--- src/rtl/alu_pkg.sv ---
// Shared opcode, FSM state and flag-index definitions for the sequential ALU core.
package alu_pkg;

  localparam logic [2:0] OP_ADD = 3'd0;
  localparam logic [2:0] OP_SUB = 3'd1;
  localparam logic [2:0] OP_AND = 3'd2;
  localparam logic [2:0] OP_OR  = 3'd3;
  localparam logic [2:0] OP_XOR = 3'd4;
  localparam logic [2:0] OP_SHL = 3'd5;
  localparam logic [2:0] OP_SHR = 3'd6;
  localparam logic [2:0] OP_MUL = 3'd7;

  typedef enum logic [1:0] {
    ST_IDLE = 2'd0,
    ST_EXEC = 2'd1,
    ST_MUL  = 2'd2,
    ST_HOLD = 2'd3
  } state_t;

  localparam int FLG_Z = 0;
  localparam int FLG_N = 1;
  localparam int FLG_C = 2;
  localparam int FLG_V = 3;

endpackage

--- src/rtl/alu_mul_iter.sv ---
// Shift-add unsigned multiplier: one multiplier bit per cycle, WIDTH iterations,
// done pulses for one cycle once the product register holds the final value.
module alu_mul_iter #(
  parameter int WIDTH = 8
) (
  input  logic                 clk,
  input  logic                 rst,
  input  logic                 start,
  input  logic [WIDTH-1:0]     a,
  input  logic [WIDTH-1:0]     b,
  output logic                 done,
  output logic [2*WIDTH-1:0]   product
);

  localparam int CNTW = (WIDTH > 1) ? $clog2(WIDTH) : 1;

  logic [2*WIDTH-1:0] r_mcand;
  logic [WIDTH-1:0]   r_mplier;
  logic [2*WIDTH-1:0] r_prod;
  logic [CNTW-1:0]    r_cnt;
  logic               r_run;
  logic               r_done;

  always_ff @(posedge clk or posedge rst) begin
    if (rst) begin
      r_mcand  <= '0;
      r_mplier <= '0;
      r_prod   <= '0;
      r_cnt    <= '0;
      r_run    <= 1'b0;
      r_done   <= 1'b0;
    end else if (start) begin
      r_mcand  <= {{WIDTH{1'b0}}, a};
      r_mplier <= b;
      r_prod   <= '0;
      r_cnt    <= '0;
      r_run    <= 1'b1;
      r_done   <= 1'b0;
    end else if (r_run) begin
      if (r_mplier[0]) begin
        r_prod <= r_prod + r_mcand;
      end
      r_mcand  <= r_mcand << 1;
      r_mplier <= r_mplier >> 1;
      r_cnt    <= r_cnt + CNTW'(1);
      // Last multiplier bit consumed this cycle: stop and flag completion.
      if (r_cnt == CNTW'(WIDTH - 1)) begin
        r_run  <= 1'b0;
        r_done <= 1'b1;
      end
    end else begin
      r_done <= 1'b0;
    end
  end

  assign done    = r_done;
  assign product = r_prod;

endmodule

--- src/rtl/seq_alu_core.sv ---
// Registered WIDTH-bit ALU with accumulator, iterative multiply and
// valid/ready handshakes on both the operand and the result side.
module seq_alu_core
  import alu_pkg::*;
#(
  parameter int WIDTH = 8
) (
  input  logic               clk,
  input  logic               rst,
  input  logic               in_valid,
  output logic               in_ready,
  input  logic [2:0]         op,
  input  logic [WIDTH-1:0]   a,
  input  logic [WIDTH-1:0]   b,
  input  logic               use_acc,
  input  logic               acc_clr,
  output logic               out_valid,
  input  logic               out_ready,
  output logic [2*WIDTH-1:0] result,
  output logic [3:0]         flags,
  output logic               busy
);

  localparam int SHW = $clog2(WIDTH);

  state_t               r_state;
  state_t               w_state_next;
  logic                 w_in_ready;
  logic                 w_accept;
  logic                 w_mul_start;
  logic                 w_mul_done;
  logic [2*WIDTH-1:0]   w_mul_prod;
  logic [WIDTH-1:0]     w_a_sel;

  logic [2:0]           r_op;
  logic [WIDTH-1:0]     r_a;
  logic [WIDTH-1:0]     r_b;
  logic [WIDTH-1:0]     r_acc;
  logic [2*WIDTH-1:0]   r_result;
  logic [3:0]           r_flags;

  logic [WIDTH:0]       w_sum;
  logic [WIDTH:0]       w_diff;
  logic [WIDTH:0]       w_shl_ext;
  logic [SHW:0]         w_shamt;
  logic                 w_sh_in_range;
  logic [WIDTH-1:0]     w_lo;
  logic                 w_c;
  logic                 w_v;
  logic [3:0]           w_alu_flags;
  logic [3:0]           w_mul_flags;

  always_ff @(posedge clk or posedge rst) begin
    if (rst) begin
      r_state <= ST_IDLE;
    end else begin
      r_state <= w_state_next;
    end
  end

  // HOLD can take a new operation in the same cycle its result is consumed.
  always_comb begin
    w_state_next = r_state;
    w_in_ready   = 1'b0;
    case (r_state)
      ST_IDLE: begin
        w_in_ready = 1'b1;
        if (in_valid) begin
          w_state_next = (op == OP_MUL) ? ST_MUL : ST_EXEC;
        end
      end
      ST_EXEC: w_state_next = ST_HOLD;
      ST_MUL: begin
        if (w_mul_done) begin
          w_state_next = ST_HOLD;
        end
      end
      ST_HOLD: begin
        if (out_ready) begin
          w_in_ready   = 1'b1;
          w_state_next = in_valid ? ((op == OP_MUL) ? ST_MUL : ST_EXEC) : ST_IDLE;
        end
      end
      default: w_state_next = ST_IDLE;
    endcase
  end

  assign w_accept    = in_valid & w_in_ready;
  assign w_mul_start = w_accept & (op == OP_MUL);
  assign w_a_sel     = use_acc ? r_acc : a;

  alu_mul_iter #(.WIDTH(WIDTH)) u_mul (
    .clk     (clk),
    .rst     (rst),
    .start   (w_mul_start),
    .a       (w_a_sel),
    .b       (b),
    .done    (w_mul_done),
    .product (w_mul_prod)
  );

  always_ff @(posedge clk or posedge rst) begin
    if (rst) begin
      r_op <= '0;
      r_a  <= '0;
      r_b  <= '0;
    end else if (w_accept) begin
      r_op <= op;
      r_a  <= w_a_sel;
      r_b  <= b;
    end
  end

  assign w_sum         = {1'b0, r_a} + {1'b0, r_b};
  assign w_diff        = {1'b0, r_a} - {1'b0, r_b};
  assign w_sh_in_range = (r_b <= WIDTH'(WIDTH));
  assign w_shamt       = r_b[SHW:0];
  assign w_shl_ext     = {1'b0, r_a} << w_shamt;

  // Bit WIDTH of the widened left shift is the last bit pushed out of the operand.
  always_comb begin
    w_lo = '0;
    w_c  = 1'b0;
    w_v  = 1'b0;
    case (r_op)
      OP_ADD: begin
        w_lo = w_sum[WIDTH-1:0];
        w_c  = w_sum[WIDTH];
        w_v  = (r_a[WIDTH-1] == r_b[WIDTH-1]) && (w_sum[WIDTH-1] != r_a[WIDTH-1]);
      end
      OP_SUB: begin
        w_lo = w_diff[WIDTH-1:0];
        w_c  = w_diff[WIDTH];
        w_v  = (r_a[WIDTH-1] != r_b[WIDTH-1]) && (w_diff[WIDTH-1] != r_a[WIDTH-1]);
      end
      OP_AND: w_lo = r_a & r_b;
      OP_OR:  w_lo = r_a | r_b;
      OP_XOR: w_lo = r_a ^ r_b;
      OP_SHL: begin
        if (w_sh_in_range) begin
          w_lo = w_shl_ext[WIDTH-1:0];
          w_c  = w_shl_ext[WIDTH];
        end
      end
      OP_SHR: begin
        if (w_sh_in_range) begin
          w_lo = r_a >> w_shamt;
        end
      end
      default: w_lo = '0;
    endcase
  end

  always_comb begin
    w_alu_flags        = '0;
    w_alu_flags[FLG_Z] = (w_lo == '0);
    w_alu_flags[FLG_N] = w_lo[WIDTH-1];
    w_alu_flags[FLG_C] = w_c;
    w_alu_flags[FLG_V] = w_v;
  end

  always_comb begin
    w_mul_flags        = '0;
    w_mul_flags[FLG_Z] = (w_mul_prod == '0);
    w_mul_flags[FLG_N] = w_mul_prod[2*WIDTH-1];
    w_mul_flags[FLG_C] = (w_mul_prod[2*WIDTH-1:WIDTH] != '0);
  end

  always_ff @(posedge clk or posedge rst) begin
    if (rst) begin
      r_result <= '0;
      r_flags  <= '0;
    end else if (r_state == ST_EXEC) begin
      r_result <= {{WIDTH{1'b0}}, w_lo};
      r_flags  <= w_alu_flags;
    end else if ((r_state == ST_MUL) && w_mul_done) begin
      r_result <= w_mul_prod;
      r_flags  <= w_mul_flags;
    end
  end

  // A clear request overrides the accumulate from a completing handshake.
  always_ff @(posedge clk or posedge rst) begin
    if (rst) begin
      r_acc <= '0;
    end else if (acc_clr) begin
      r_acc <= '0;
    end else if ((r_state == ST_HOLD) && out_ready) begin
      r_acc <= r_result[WIDTH-1:0];
    end
  end

  assign in_ready  = w_in_ready;
  assign out_valid = (r_state == ST_HOLD);
  assign busy      = (r_state == ST_MUL) && !w_mul_done;
  assign result    = r_result;
  assign flags     = r_flags;

endmodule

--- config.mk ---
export PLATFORM = sky130hd
export DESIGN_NAME = seq_alu_core
export DESIGN_NICKNAME = d
export VERILOG_FILES = /design/src/rtl/alu_pkg.sv /design/src/rtl/alu_mul_iter.sv /design/src/rtl/seq_alu_core.sv
export SDC_FILE = /design/constraint.sdc
export NUM_CORES = 1
export LEC_CHECK = 0
export CAP_MARGIN = 10
export CORE_ASPECT_RATIO = 0.75
export CORE_MARGIN = 8
export CORE_UTILIZATION = 40
export DETAILED_ROUTE_END_ITERATION = 12
export GPL_ROUTABILITY_DRIVEN = 0
export PLACE_DENSITY_LB_ADDON = 0.12
export SLEW_MARGIN = 20
export SYNTH_ARGS = -nofsm -noshare
export SYNTH_HDL_FRONTEND = slang
export SYNTH_SLANG_ARGS = --single-unit
--- constraint.sdc ---
create_clock -name clk -period 9 [get_ports clk]
set_input_delay 1.8 -clock clk [delete_from_list [all_inputs] [get_ports clk]]
set_output_delay 1.8 -clock clk [all_outputs]
set_load 0.02 [all_outputs]
==> results.txt <==
* Number of DRC markers in iteration 0: approximately 510
- For this design the static power due to leakage is ~3.2 nW.
- Overall die area: 0.02057 mm2
- The first TritonRoute pass finished after 5 iterations.
- The analysis attributes to net switching a power of 1.321 mW.
- Mean instance size in the synthesized netlist: 8.780 um2
- Synth top area share: between 30% and 40%
- Main area contributors after synthesis: dfrtp_1 36%, ha_1 9.1%, a21oi_1 6.1%
- Core ar.: 0.01592 mm2
- The first global-routing pass estimated 29,930 um of wire.
* Most frequently used flop master after synthesis: dfrtp_1
* Kind of critical path: in -> out
- In this run, synthesis produced a sequential element count of 94.
- Clock transition at the register clock pins on the worst setup and hold paths after CTS: 0.07 ns
* Detailed Route WL: between 15,000 and 20,000 um
- Hold buffer count at CTS: 0
* Routed wire per std cell: 19.25 um
- Net switching is 48.09% of the power.
* Clock latency reported for the late side of the worst-skew pair: 0.36 ns
- Power Density: ~370 mW/mm2
- Count of nets after finishing: roughly 840
* Setup total negative slack: 0 ns
- Between clock sinks in the finished design, the worst skew comes to roughly 0.012 ns.
- Of the total power, combinational logic draws about 54%.
- Peak supply drop: 0.0001525 V
- Avg Vias per Cell: 5.781
* Most frequent cells in the layout: 96 x nand2_1, 94 x dfrtp_1, 79 x a21oi_1
- Sequential cell area fraction in the yosys report: 36.30%
- Sequential share of power: 31.8%
- The repair_antennas step left the layout with diodes totalling 0.
* Worst rel slew slack: 31.20%
- For this run, the number of Yosys warnings is 0.
- The path class of the tightest hold or removal check is reg -> reg.
* Post-Syn Instances: 738
* Number of buffer cells added on primary ports: 47
- Startpoint types: input pin
- The initial antenna violation count came to 0.
- The tree built by TritonCTS fans out to 94 sinks.
* Layout-stage area growth over the synthesis result: 14.29%
* Vertical extent of the die: approximately 130 um
- Final cycle utilization of the critical path: 55.78%
- For the pin with the worst max-slew slack, the measured transition is 1.032 ns.
- # setup viols final: 0
- Num CTS Buffers: 9
- Across every metal layer, demand over resource in global routing totals around 18%.
- The routed layout has 5,642 vias.
- Setup repair after global routing left no endpoint under its margin.
- Detail Route Antenna Nets: 0
- Entering global routing, the biggest net connects 78 pins.
* Number of flops mapped to enable cells by yosys: 0
- The number of nets handed over by synthesis was 813.
- In this run, post-CTS repair resized a total of 0 instances.
* Layout cell share with drive strength beyond 1: 6.397%
- Area of the mapped netlist: 0.006480 mm2
* Outcome: complete, no violations
* Via count of the first global-routing pass: 5,438
- Post-detailed-route DRC marker count: 0
- In this run the horizontal extent of the chip is 163.0 um.
- The number of different library cells used by synthesis comes to 65.
* Initial standard-cell utilization of the core: between 40% and 50%
* Layout Cell Area excl Fill: 0.007406 mm2
- Leaving out fill and tap cells, the most frequent cell in the layout is nand2_1.
- Based on the critical path, the design can be clocked at up to 199.2 MHz.
- Internal Power: 1.427 mW
- Once placement finished, the instance area stood at 0.007079 mm2.
- The floorplan has 40 rows.
* CTS tree: done
* Cell type with the highest aggregate area in the netlist: dfrtp_1
- The max-slew violation total from the final report was 0.
* Endpoint class of the critical path: primary output
- Count of H-tree levels built during CTS: 3
- Required arrival time at the worst endpoint: 7.20 ns
- Maximum buffer depth of the clock tree: 2
- Once detailed placement completed, the half-perimeter wirelength came to roughly 14,000 um.
- Along the worst path, the maximum fanout reaches 4.
- At the placement stage, the worst setup path has a slack of 3.988 ns.
- The tree is rooted in a clkbuf_16.
- Data arrives at the worst endpoint at 3.22 ns.
- For this run the aggregate overflow at the end of global routing stands at 0.
- For this design the top-level I/O count stands at 48.
- In the synthesized netlist the async set-or-reset flop fraction comes to 100.0%.
- Count of max-cap constraint violations: 0
* Setup ws final: roughly 4 ns
- Shortest period the worst path allows: 5.020 ns
* Count of buffers added by post-CTS timing repair for setup: 0
- The final-report hold violation count is 0.
- Relative contribution of the clock network to total power: ~14%
-- synthesized netlist by cell type, types with 3 or more instances --
cell type / n
or3_1: 5
o31ai_1: 3
xnor2_1: 11
clkbuf_1: 27
nor4_1: 3
and2_1: 6
nand2b_1: 16
nor3_1: 9
and3_1: 12
or2_2: 3
or4_1: 3
nand4_1: 5
mux2_2: 12
o211ai_1: 4
ha_1: 47
inv_1: 32
a21o_1: 9
fa_1: 3
nor2b_1: 10
a221oi_1: 9
a211oi_1: 23
buf_2: 6
o21a_1: 4
buf_1: 4
buf_4: 3
nand2_1: 96
nor2_1: 47
a32oi_1: 4
o21bai_1: 4
o21ai_0: 38
mux2i_1: 36
xor2_1: 4
a31oi_1: 5
nand3b_1: 3
a21oi_1: 79
dfrtp_1: 94
nand3_1: 20
-- cells by family after synthesis --
logic type / Yosys count / synth area share (%)
fa+ha+maj: 50 / 10.00
flops: 94 / 36.30
compound gates: 210 / 20.87
buf+inv: 73 / 4.518
xor+xnor: 15 / 2.027
mux: 49 / 7.994
simple gates: 247 / 18.29
-- sequential cells by signal, indices dropped and copies added, names as in the netlist --
name,count
u_mul.r_mplier,8
u_mul.done,1
u_mul.r_cnt,3
r_op,3
result,16
u_mul.product,16
r_a,8
u_mul.r_mcand,16
flags,4
r_b,8
r_state,2
r_acc,8
u_mul.r_run,1
-- worst paths after layout --
kind	start	end	slack (ns)	cells after the start
max in group asynchronous	rst	result[7]	6.35	4
setup reg to reg	r_b[1]	flags[0]	5.42	9
setup / recovery	out_ready	in_ready	3.98	4
min in group asynchronous	rst	r_acc[0]	1.71	2
hold / removal	result[15]	result[15]	0.52	2
hold reg to reg	result[15]	result[15]	0.52	2
-- power by group through the flow --
stage | registers (mW) | clock network [mW] | logic [mW]
after detailed placement | 0.870 | 0 | 1.47
after floorplan | 0.742 | 0 | 1.15
after CTS | 0.863 | 0.393 | 1.48
after global routing | 0.899 | 0.406 | 1.66
after global placement | 0.866 | 0 | 1.44
final | 0.874 | 0.385 | 1.49
-- critical path, stage by stage --
cell	delay, ns
clkdlybuf4s50_1	0.52
a21oi_1	0.08
nor2_1	0.18
clkdlybuf4s50_1	0.65
-- routing by layer --
layer,up-vias,part of all wire [%],routed length (um),GRT usage (%)
met1,2703,51,9658,28.43
met5,-,0,0,0
li1,2706,-,-,-
met4,0,1.4,255,4.898
met3,16,7.4,1399,4.753
met2,217,40,7476,24.25
-- per-stage QoR --
stage	utilization [%]	hold slack (ns)	std cells	power (mW)
final	46.53	0.5223	976	2.748
after global routing	46.53	0.5469	976	2.960
after floorplan	-	0.4906	738	1.896
after global placement	44.48	0.5076	959	2.301
after detailed placement	44.48	0.5155	959	2.342
after CTS	46.36	0.5257	975	2.737
-- layout make-up --
type,count,area (um2)
clock buffer,9,225.2
clock inverter,7,73.82
fill,1560,8509
inverter,33,126.4
multi-input combinational,571,3837
sequential,94,2352
tap,210,262.8
timing repair buffer,52,528.0
Power figures use the tool's default switching activity.
